===== src/rtl/rpn_pkg.sv =====
// Shared types for the RPN evaluator: opcodes, error codes, FSM states.
// Build option: define RPN_MUL_EN to make opcode 8 (MUL) a legal binary op.
package rpn_pkg;

  localparam int OP_W = 4;

  typedef enum logic [OP_W-1:0] {
    OP_ADD  = 4'd0,
    OP_SUB  = 4'd1,
    OP_AND  = 4'd2,
    OP_OR   = 4'd3,
    OP_XOR  = 4'd4,
    OP_DUP  = 4'd5,
    OP_DROP = 4'd6,
    OP_OUT  = 4'd7,
    OP_MUL  = 4'd8
  } opcode_t;

  typedef enum logic [1:0] {
    ERR_NONE      = 2'd0,
    ERR_UNDERFLOW = 2'd1,
    ERR_OVERFLOW  = 2'd2,
    ERR_ILLEGAL   = 2'd3
  } err_code_t;

  typedef enum logic [2:0] {
    S_IDLE,
    S_POP_B,
    S_POP_A,
    S_PEEK,
    S_DROP,
    S_PUSH,
    S_EMIT,
    S_ERR
  } state_t;

  // Opcodes that pop two operands and push one result.
  function automatic logic is_binary_op(input logic [OP_W-1:0] op);
    logic r;
    case (op)
      OP_ADD, OP_SUB, OP_AND, OP_OR, OP_XOR: r = 1'b1;
`ifdef RPN_MUL_EN
      OP_MUL: r = 1'b1;
`endif
      default: r = 1'b0;
    endcase
    return r;
  endfunction

endpackage


===== src/rtl/rpn_alu.sv =====
// Combinational binary-op datapath for the RPN engine; results wrap mod 2^W.
// Build option: RPN_MUL_EN adds the MUL branch (low W bits of a*b).
module rpn_alu
  import rpn_pkg::*;
#(
  parameter int W = 8
) (
  input  logic [W-1:0]    a,
  input  logic [W-1:0]    b,
  input  logic [OP_W-1:0] op,
  output logic [W-1:0]    result
);

  always_comb begin
    result = '0;
    case (op)
      OP_ADD:  result = a + b;
      OP_SUB:  result = a - b;
      OP_AND:  result = a & b;
      OP_OR:   result = a | b;
      OP_XOR:  result = a ^ b;
`ifdef RPN_MUL_EN
      OP_MUL:  result = a * b;
`endif
      default: result = '0;
    endcase
  end

endmodule


===== src/rtl/rpn_engine.sv =====
// RPN token evaluator driving the push/pop side of an external LIFO stack.
// Build option: RPN_MUL_EN enables opcode 8 (MUL); otherwise it is illegal.
module rpn_engine
  import rpn_pkg::*;
#(
  parameter int W = 8
) (
  input  logic         clk,
  input  logic         reset,
  input  logic         tok_valid,
  output logic         tok_ready,
  input  logic         tok_is_op,
  input  logic [W-1:0] tok_data,
  output logic         lifo_push,
  output logic         lifo_pop,
  output logic [W-1:0] lifo_din,
  input  logic [W-1:0] lifo_dout,
  input  logic         lifo_full,
  input  logic         lifo_empty,
  output logic         res_valid,
  output logic [W-1:0] res_data,
  output logic         err,
  output logic [1:0]   err_code
);

  state_t          state, state_n;
  err_code_t       ecode, ecode_n;
  logic [OP_W-1:0] op, op_n;
  logic [W-1:0]    val, val_n;
  logic [W-1:0]    res, res_n;
  logic [W-1:0]    b_opnd, b_opnd_n;
  logic [W-1:0]    alu_out;
  logic            ready_c, push_c, pop_c, emit_c;

  // A comes straight from the top of stack while in POP_A.
  rpn_alu #(.W(W)) u_alu (
    .a      (lifo_dout),
    .b      (b_opnd),
    .op     (op),
    .result (alu_out)
  );

  always_ff @(posedge clk) begin
    if (reset) begin
      state <= S_IDLE;
      ecode <= ERR_NONE;
      op    <= '0;
      val   <= '0;
      res   <= '0;
    end else begin
      state <= state_n;
      ecode <= ecode_n;
      op    <= op_n;
      val   <= val_n;
      res   <= res_n;
    end
  end

  always_ff @(posedge clk) begin
    b_opnd <= b_opnd_n;
  end

  always_comb begin
    state_n  = state;
    ecode_n  = ecode;
    op_n     = op;
    val_n    = val;
    res_n    = res;
    b_opnd_n = b_opnd;
    ready_c  = 1'b0;
    push_c   = 1'b0;
    pop_c    = 1'b0;
    emit_c   = 1'b0;
    unique case (state)
      S_IDLE: begin
        ready_c = 1'b1;
        if (tok_valid) begin
          if (!tok_is_op) begin
            val_n   = tok_data;
            state_n = S_PUSH;
          end else begin
            op_n = tok_data[OP_W-1:0];
            if (is_binary_op(tok_data[OP_W-1:0])) begin
              state_n = S_POP_B;
            end else if (tok_data[OP_W-1:0] == OP_DUP || tok_data[OP_W-1:0] == OP_OUT) begin
              state_n = S_PEEK;
            end else if (tok_data[OP_W-1:0] == OP_DROP) begin
              state_n = S_DROP;
            end else begin
              state_n = S_ERR;
              ecode_n = ERR_ILLEGAL;
            end
          end
        end
      end
      S_POP_B: begin
        if (lifo_empty) begin
          state_n = S_ERR;
          ecode_n = ERR_UNDERFLOW;
        end else begin
          b_opnd_n = lifo_dout;
          pop_c    = 1'b1;
          state_n  = S_POP_A;
        end
      end
      S_POP_A: begin
        if (lifo_empty) begin
          state_n = S_ERR;
          ecode_n = ERR_UNDERFLOW;
        end else begin
          val_n   = alu_out;
          pop_c   = 1'b1;
          state_n = S_PUSH;
        end
      end
      S_PEEK: begin
        if (lifo_empty) begin
          state_n = S_ERR;
          ecode_n = ERR_UNDERFLOW;
        end else if (op == OP_DUP) begin
          val_n   = lifo_dout;
          state_n = S_PUSH;
        end else begin
          res_n   = lifo_dout;
          state_n = S_EMIT;
        end
      end
      S_DROP: begin
        if (lifo_empty) begin
          state_n = S_ERR;
          ecode_n = ERR_UNDERFLOW;
        end else begin
          pop_c   = 1'b1;
          state_n = S_IDLE;
        end
      end
      S_PUSH: begin
        if (lifo_full) begin
          state_n = S_ERR;
          ecode_n = ERR_OVERFLOW;
        end else begin
          push_c  = 1'b1;
          state_n = S_IDLE;
        end
      end
      S_EMIT: begin
        emit_c  = 1'b1;
        state_n = S_IDLE;
      end
      S_ERR: begin
        state_n = S_ERR;
      end
    endcase
  end

  // Strobes are masked during reset so an aborted operation issues nothing.
  assign tok_ready = ready_c & ~reset;
  assign lifo_push = push_c & ~reset;
  assign lifo_pop  = pop_c & ~reset;
  assign res_valid = emit_c & ~reset;
  assign lifo_din  = val;
  assign res_data  = res;
  assign err       = (state == S_ERR);
  assign err_code  = ecode;

endmodule


===== config.mk =====
export PLATFORM = sky130hd
export DESIGN_NAME = rpn_engine
export DESIGN_NICKNAME = d
export VERILOG_FILES = /design/src/rtl/rpn_pkg.sv /design/src/rtl/rpn_alu.sv /design/src/rtl/rpn_engine.sv
export SDC_FILE = /design/constraint.sdc
export NUM_CORES = 1
export LEC_CHECK = 0
export ABC_AREA = 1
export CORE_ASPECT_RATIO = 1.1
export CORE_MARGIN = 3
export CORE_UTILIZATION = 53
export CTS_CLUSTER_DIAMETER = 150
export DETAILED_ROUTE_END_ITERATION = 12
export GPL_ROUTABILITY_DRIVEN = 0
export PLACE_DENSITY = 0.81
export SYNTH_ARGS = -nofsm -noshare
export SYNTH_HDL_FRONTEND = slang
export SYNTH_SLANG_ARGS = --single-unit

===== constraint.sdc =====
create_clock -name clk -period 3.15 [get_ports clk]
set_clock_uncertainty 0.15 [all_clocks]
set_input_delay 0.63 -clock clk [delete_from_list [all_inputs] [get_ports clk]]
set_output_delay 0.63 -clock clk [all_outputs]
set_load 0.01 [all_outputs]

Yosys cells after proc, flatten, opt, wreduce, memory -nomap -nowiden
Index checks and enable logic that the tools add are counted.

word-level totals
  register bits = 33
  input bits = 22
  output and inout bits = 23

operators by class
  $add $sub $neg = 2
  eq/ne operators = 30
  mux-type cells = 37
  bitwise operators = 10
  reductions and logical operators = 14

operators by type and width
  operator            count
  $mux 8              5
  $pmux 8 s5          1
  $eq 4x3->1 const B  6
  $pmux 3 s8          1
  $pmux 8 s3          1
  $mux 2              11
  $mux 3              7
  $ne 2x2->1 const B  10
  $eq 4x2->1 const B  4
  $eq 3x3->1 const B  4
  $mux 1              10
  $add 8x8->8         1
  $and 8x8->8         1
  $eq 4x1->1 const B  2
  $logic_not 4->1     2
  $or 8x8->8          1
  $reduce_and 8->1    1
  $sub 8x8->8         1
  $xor 8x8->8         1
  $eq 3x2->1 const B  2
  $pmux 2 s3          1
  $reduce_and 3->1    2
  $reduce_and 6->1    1
  $reduce_bool 3->1   2
  10 further kinds    15

Logic depth before layout (Yosys ltp)
  depth in word-level cells = 10
  depth in mapped cells = 18

Cells and area by module
From an unflattened synthesis, not the netlist that was laid out.

unflattened totals
  cells, all modules = 398
  area, all modules = 2735.1 sq um

by module, submodules not included
  module      instances  cells each  area each (sq um)  seq. area each (sq um)
  rpn_engine  1          236         1755.4             740.7
  rpn_alu     1          162         979.7              0.0

Least setup slack after synthesis
No wires, ideal clock.

  kind = reg-to-reg
  from = register b_opnd[0]
  to = register val[7], in the netlist lifo_din[7]
  setup time = 0.070 ns
  arrival time = 2.127 ns
  required time = 2.930 ns
  slack = 0.803 ns
  stages on the path, launching flop included = 17
  buffers on the path = 0
  clock period less this slack = 2.347 ns
  cell sequence = edfxtp_1 -> inv_1 -> ha_1 -> nand3_1 -> o31ai_1 -> xor2_1 -> inv_1 -> ha_1 -> nand2_1 -> inv_1 -> a21oi_1 -> nand2_1 -> nand3_1 -> nand3_1 -> nand2_1 -> nand2_1 -> a21oi_1

between the ends
  word-level cells in the longest chain between the ends = 4
  elaborated cells on any way between the ends = 5

ends and longest elaborated chain
  item                                        line                          source
  from (decl)                                 rpn_engine.sv:31              logic [W-1:0] b_opnd, b_opnd_n;
  from (signal assigned)                      rpn_engine.sv:60              b_opnd <= b_opnd_n;
  $sub 8x8->8 or $add 8x8->8 (tied branches)  rpn_alu.sv:18, rpn_alu.sv:17
  $pmux 8 s5 *                                rpn_alu.sv:16                 case (op)
  $mux 8 *                                    rpn_engine.sv:107             if (lifo_empty) begin
  $pmux 8 s3 *                                rpn_engine.sv:74              unique case (state)
  to (signal assigned)                        rpn_engine.sv:54              val <= val_n;
  to (decl)                                   rpn_engine.sv:29              logic [W-1:0] val, val_n;

Mark *: on every way between the ends. The rest lies on a longest branch, timed or not. The select of a mux whose other input is x is not followed.
A chain may end at the register's enable or synchronous reset.

Worst setup path in the final report
  from = input reset
  to = output res_valid

between the ends
  word-level cells in the longest chain between the ends = 2

ends and longest elaborated chain
  item         line               source
  from (decl)  rpn_engine.sv:9    input logic reset,
  $not 1->1    rpn_engine.sv:160  assign res_valid = emit_c & ~reset;
  $and 1x1->1  rpn_engine.sv:160
  to (decl)    rpn_engine.sv:20   output logic res_valid,

No other way between the ends.

==> reports/results.ini <==
[setup_path]
crit_path_end=res_valid
reg2reg_from=b_opnd[0]$_DFFE_PP_
slowest_delay_ns=0.57
r2r_setup_slack_ns=0.48
crit_top_cell=clkdlybuf4s50_1
start_kind=primary input
r2r_cells=16
cp_data_arrival_time_ns=1.96
path_cells=clkdlybuf4s50_1, nor3_1, clkdlybuf4s50_1
endpoint_kind=output pin
slowest_stage=clkdlybuf4s50_1
required_ns=2.37
worstReg2RegEnd=lifo_din[7]$_SDFFE_PP0P_
path_class=in2out
cp_max_fo=7
crit_start=reset

[cts]
htree_levels=2
post-cts-setup-buffer-count=0
cts_root_buf=clkbuf_8
clkSlewWorstSetupHoldPaths_ns=0.08
cts-resized-gates=0
cts_tree=yes
cts_buffers=5
clock-sinks=33
clockBufferDepth=2
cts_hold_buf=0
clk-insertion-delay-late_ns=0.29

[routing]
drtIter0Drc=146
vias_per_cell=5.44
routed_wl_um=6190
route.detailed.drc=0
drtPass1Iterations=5
vias=2392
post_drt_wl_per_cell_um=14.1
drtAntennaViolNets=0

[floorplanning]
die_w_um=70.9
core-area_um2=4380
die_h_um=77.4
start_util_pct=56.1
dieArea_um2=5490
num_rows=25
io_pins=45

[timing]
setup_ws_ns=0.407
period_needed_ns=2.74
finalCritPeriodShare_pct=87.1
maxSlewHeadroom_pct=60.3
setup_viol=0
rsz0062_at_grt=no
tightest_slew_ns=0.592
maxSlewViolCount=0
max_freq_ghz=0.365
hold_viol=0
tns_ns=0

[synthesis]
ys_async_sr_fraction_pct=0
syn_area_um2=2460
yosys-top-cells-count=nand2_1, inv_1, a21oi_1
yosysMostFrequentCell=nand2_1
synth.distinct_cells=42
synth_top_area_cell=dfxtp_1
yosysWarnings=0
synth_edf_count=8
synthTopCellsByArea=dfxtp_1, ha_1, edfxtp_1, nand2_1, inv_1
synth_cells=337
synth_top_area_share_pct=20.4
ys_seq_elements=33
ys_seq_area_share_pct=30.2
ys.flop_type=dfxtp_1
syn_area_per_cell_um2=7.29
syn_nets=384

[placed_design]
post-place-ws_ns=0.391
io_buffers=44
place_hpwl_um=4890

[power_and_ir_drop]
total_power_mw=2.20
ir_drop_uv=575
powerDensity_nw_per_um2=728
power.leakage_nw=1.41

[global_routing]
grt_pass1_wl_um=10400
overflow=0
antenna_found_initial=0
grt_max_degree=22
grt.total_usage_pct=23.8
grt_pass1_vias=2322

[worst_hold_path]
holdCritPathClass=reg2reg

[final_layout]
n_antenna_cell=0
area_growth_pct=23.3
num-nets-final=432
drive_above_1_share_pct=8.81

[outcome]
run_status=finished, final reports clean

[flow_run]
maxCapViolCount=0

==> power breakdown <==
part	leakage [nW]	total [mW]	switching [mW]	internal [mW]
Sequential	0.278	0.629	0.0938	0.536
Combinational	1.08	1.25	0.742	0.506
Clock	0.0482	0.327	0.174	0.153
Total	1.41	2.20	1.01	1.19
==> flip-flops by register name, indices dropped and copies added, names as in the netlist <==
signal    flops
b_opnd        8
lifo_din      8
res_data      8
op            4
state         3
err_code      2
==> kinds of logic after synthesis <==
logic type / count (synthesis) / synth area share, %
AOI/OAI and AO/OA: 84 / 19.9
xor gates and xnor gates: 6 / 2.14
adders and majority gates: 25 / 13.0
buffers and inverters: 60 / 9.93
DFF: 33 / 30.2
and+or+nand+nor: 129 / 24.9
==> placed cells by master, fill, tap and decap left out, types with 3 or more instances in the layout <==
cell / count
or2_2: 3
a21oi_1: 32
clkdlybuf4s50_1: 44
nand4_1: 3
ha_1: 24
nand2_1: 60
o2bb2ai_1: 6
nor3_1: 6
clkbuf_8: 5
o21ai_0: 25
xor2_1: 5
dfxtp_1: 25
nor2_1: 22
inv_2: 5
o21ai_1: 6
inv_1: 49
edfxtp_1: 8
nand3_1: 21
==> critical path: cells and delay by family <==
kind,cells,cell delay [ns]
and+or+nand+nor,1,0.23
buffers and inverters,2,1.10
==> layer usage <==
layer | global-route usage [%] | share of wire [%] | up-vias
met3 | 3.89 | 4.5 | 15
li1 | - | - | 1232
met5 | 0 | 0 | -
met1 | 28.7 | 44 | 1079
met2 | 40.9 | 48 | 66
met4 | 10.9 | 2.6 | 0
==> per-stage QoR <==
stage	instances	area (um^2)	utilization [%]	hold slack, ns
after floorplan	337	2460	-	0.312
after global placement	432	2940	67.2	0.302
after detailed placement	432	2940	67.2	0.310
after CTS	440	3030	69.2	0.322
after global routing	440	3030	69.2	0.345
final	440	3030	69.2	0.317
==> how the worst min path moves through the flow <==
| stage | from | end | slack (ns) | cells past startpoint |
|---|---|---|---|---|
| 3_5_place_dp | err_code[0]$_SDFFE_PP0P_ | err_code[0]$_SDFFE_PP0P_ | 0.31 | 2 |
| 5_1_grt | err_code[0]$_SDFFE_PP0P_ | err_code[0]$_SDFFE_PP0P_ | 0.35 | 2 |
| 2_1_floorplan | op[2]$_SDFFE_PP0P_ | op[2]$_SDFFE_PP0P_ | 0.31 | 2 |
| 6_report | err_code[0]$_SDFFE_PP0P_ | err_code[0]$_SDFFE_PP0P_ | 0.32 | 2 |
| 4_1_cts | err_code[0]$_SDFFE_PP0P_ | err_code[0]$_SDFFE_PP0P_ | 0.32 | 2 |
| 3_3_place_gp | err_code[0]$_SDFFE_PP0P_ | err_code[0]$_SDFFE_PP0P_ | 0.30 | 2 |
==> final cells by class <==
cell class,count,area [um^2]
clock buffers,5,68.8
clock inverters,3,16.3
fillers,395,1350
inverters,55,209
multi-input cells,244,1470
flip-flops and latches,33,741
well taps,54,67.6
repair buffers,46,455
(Power assumes the default switching activity.)
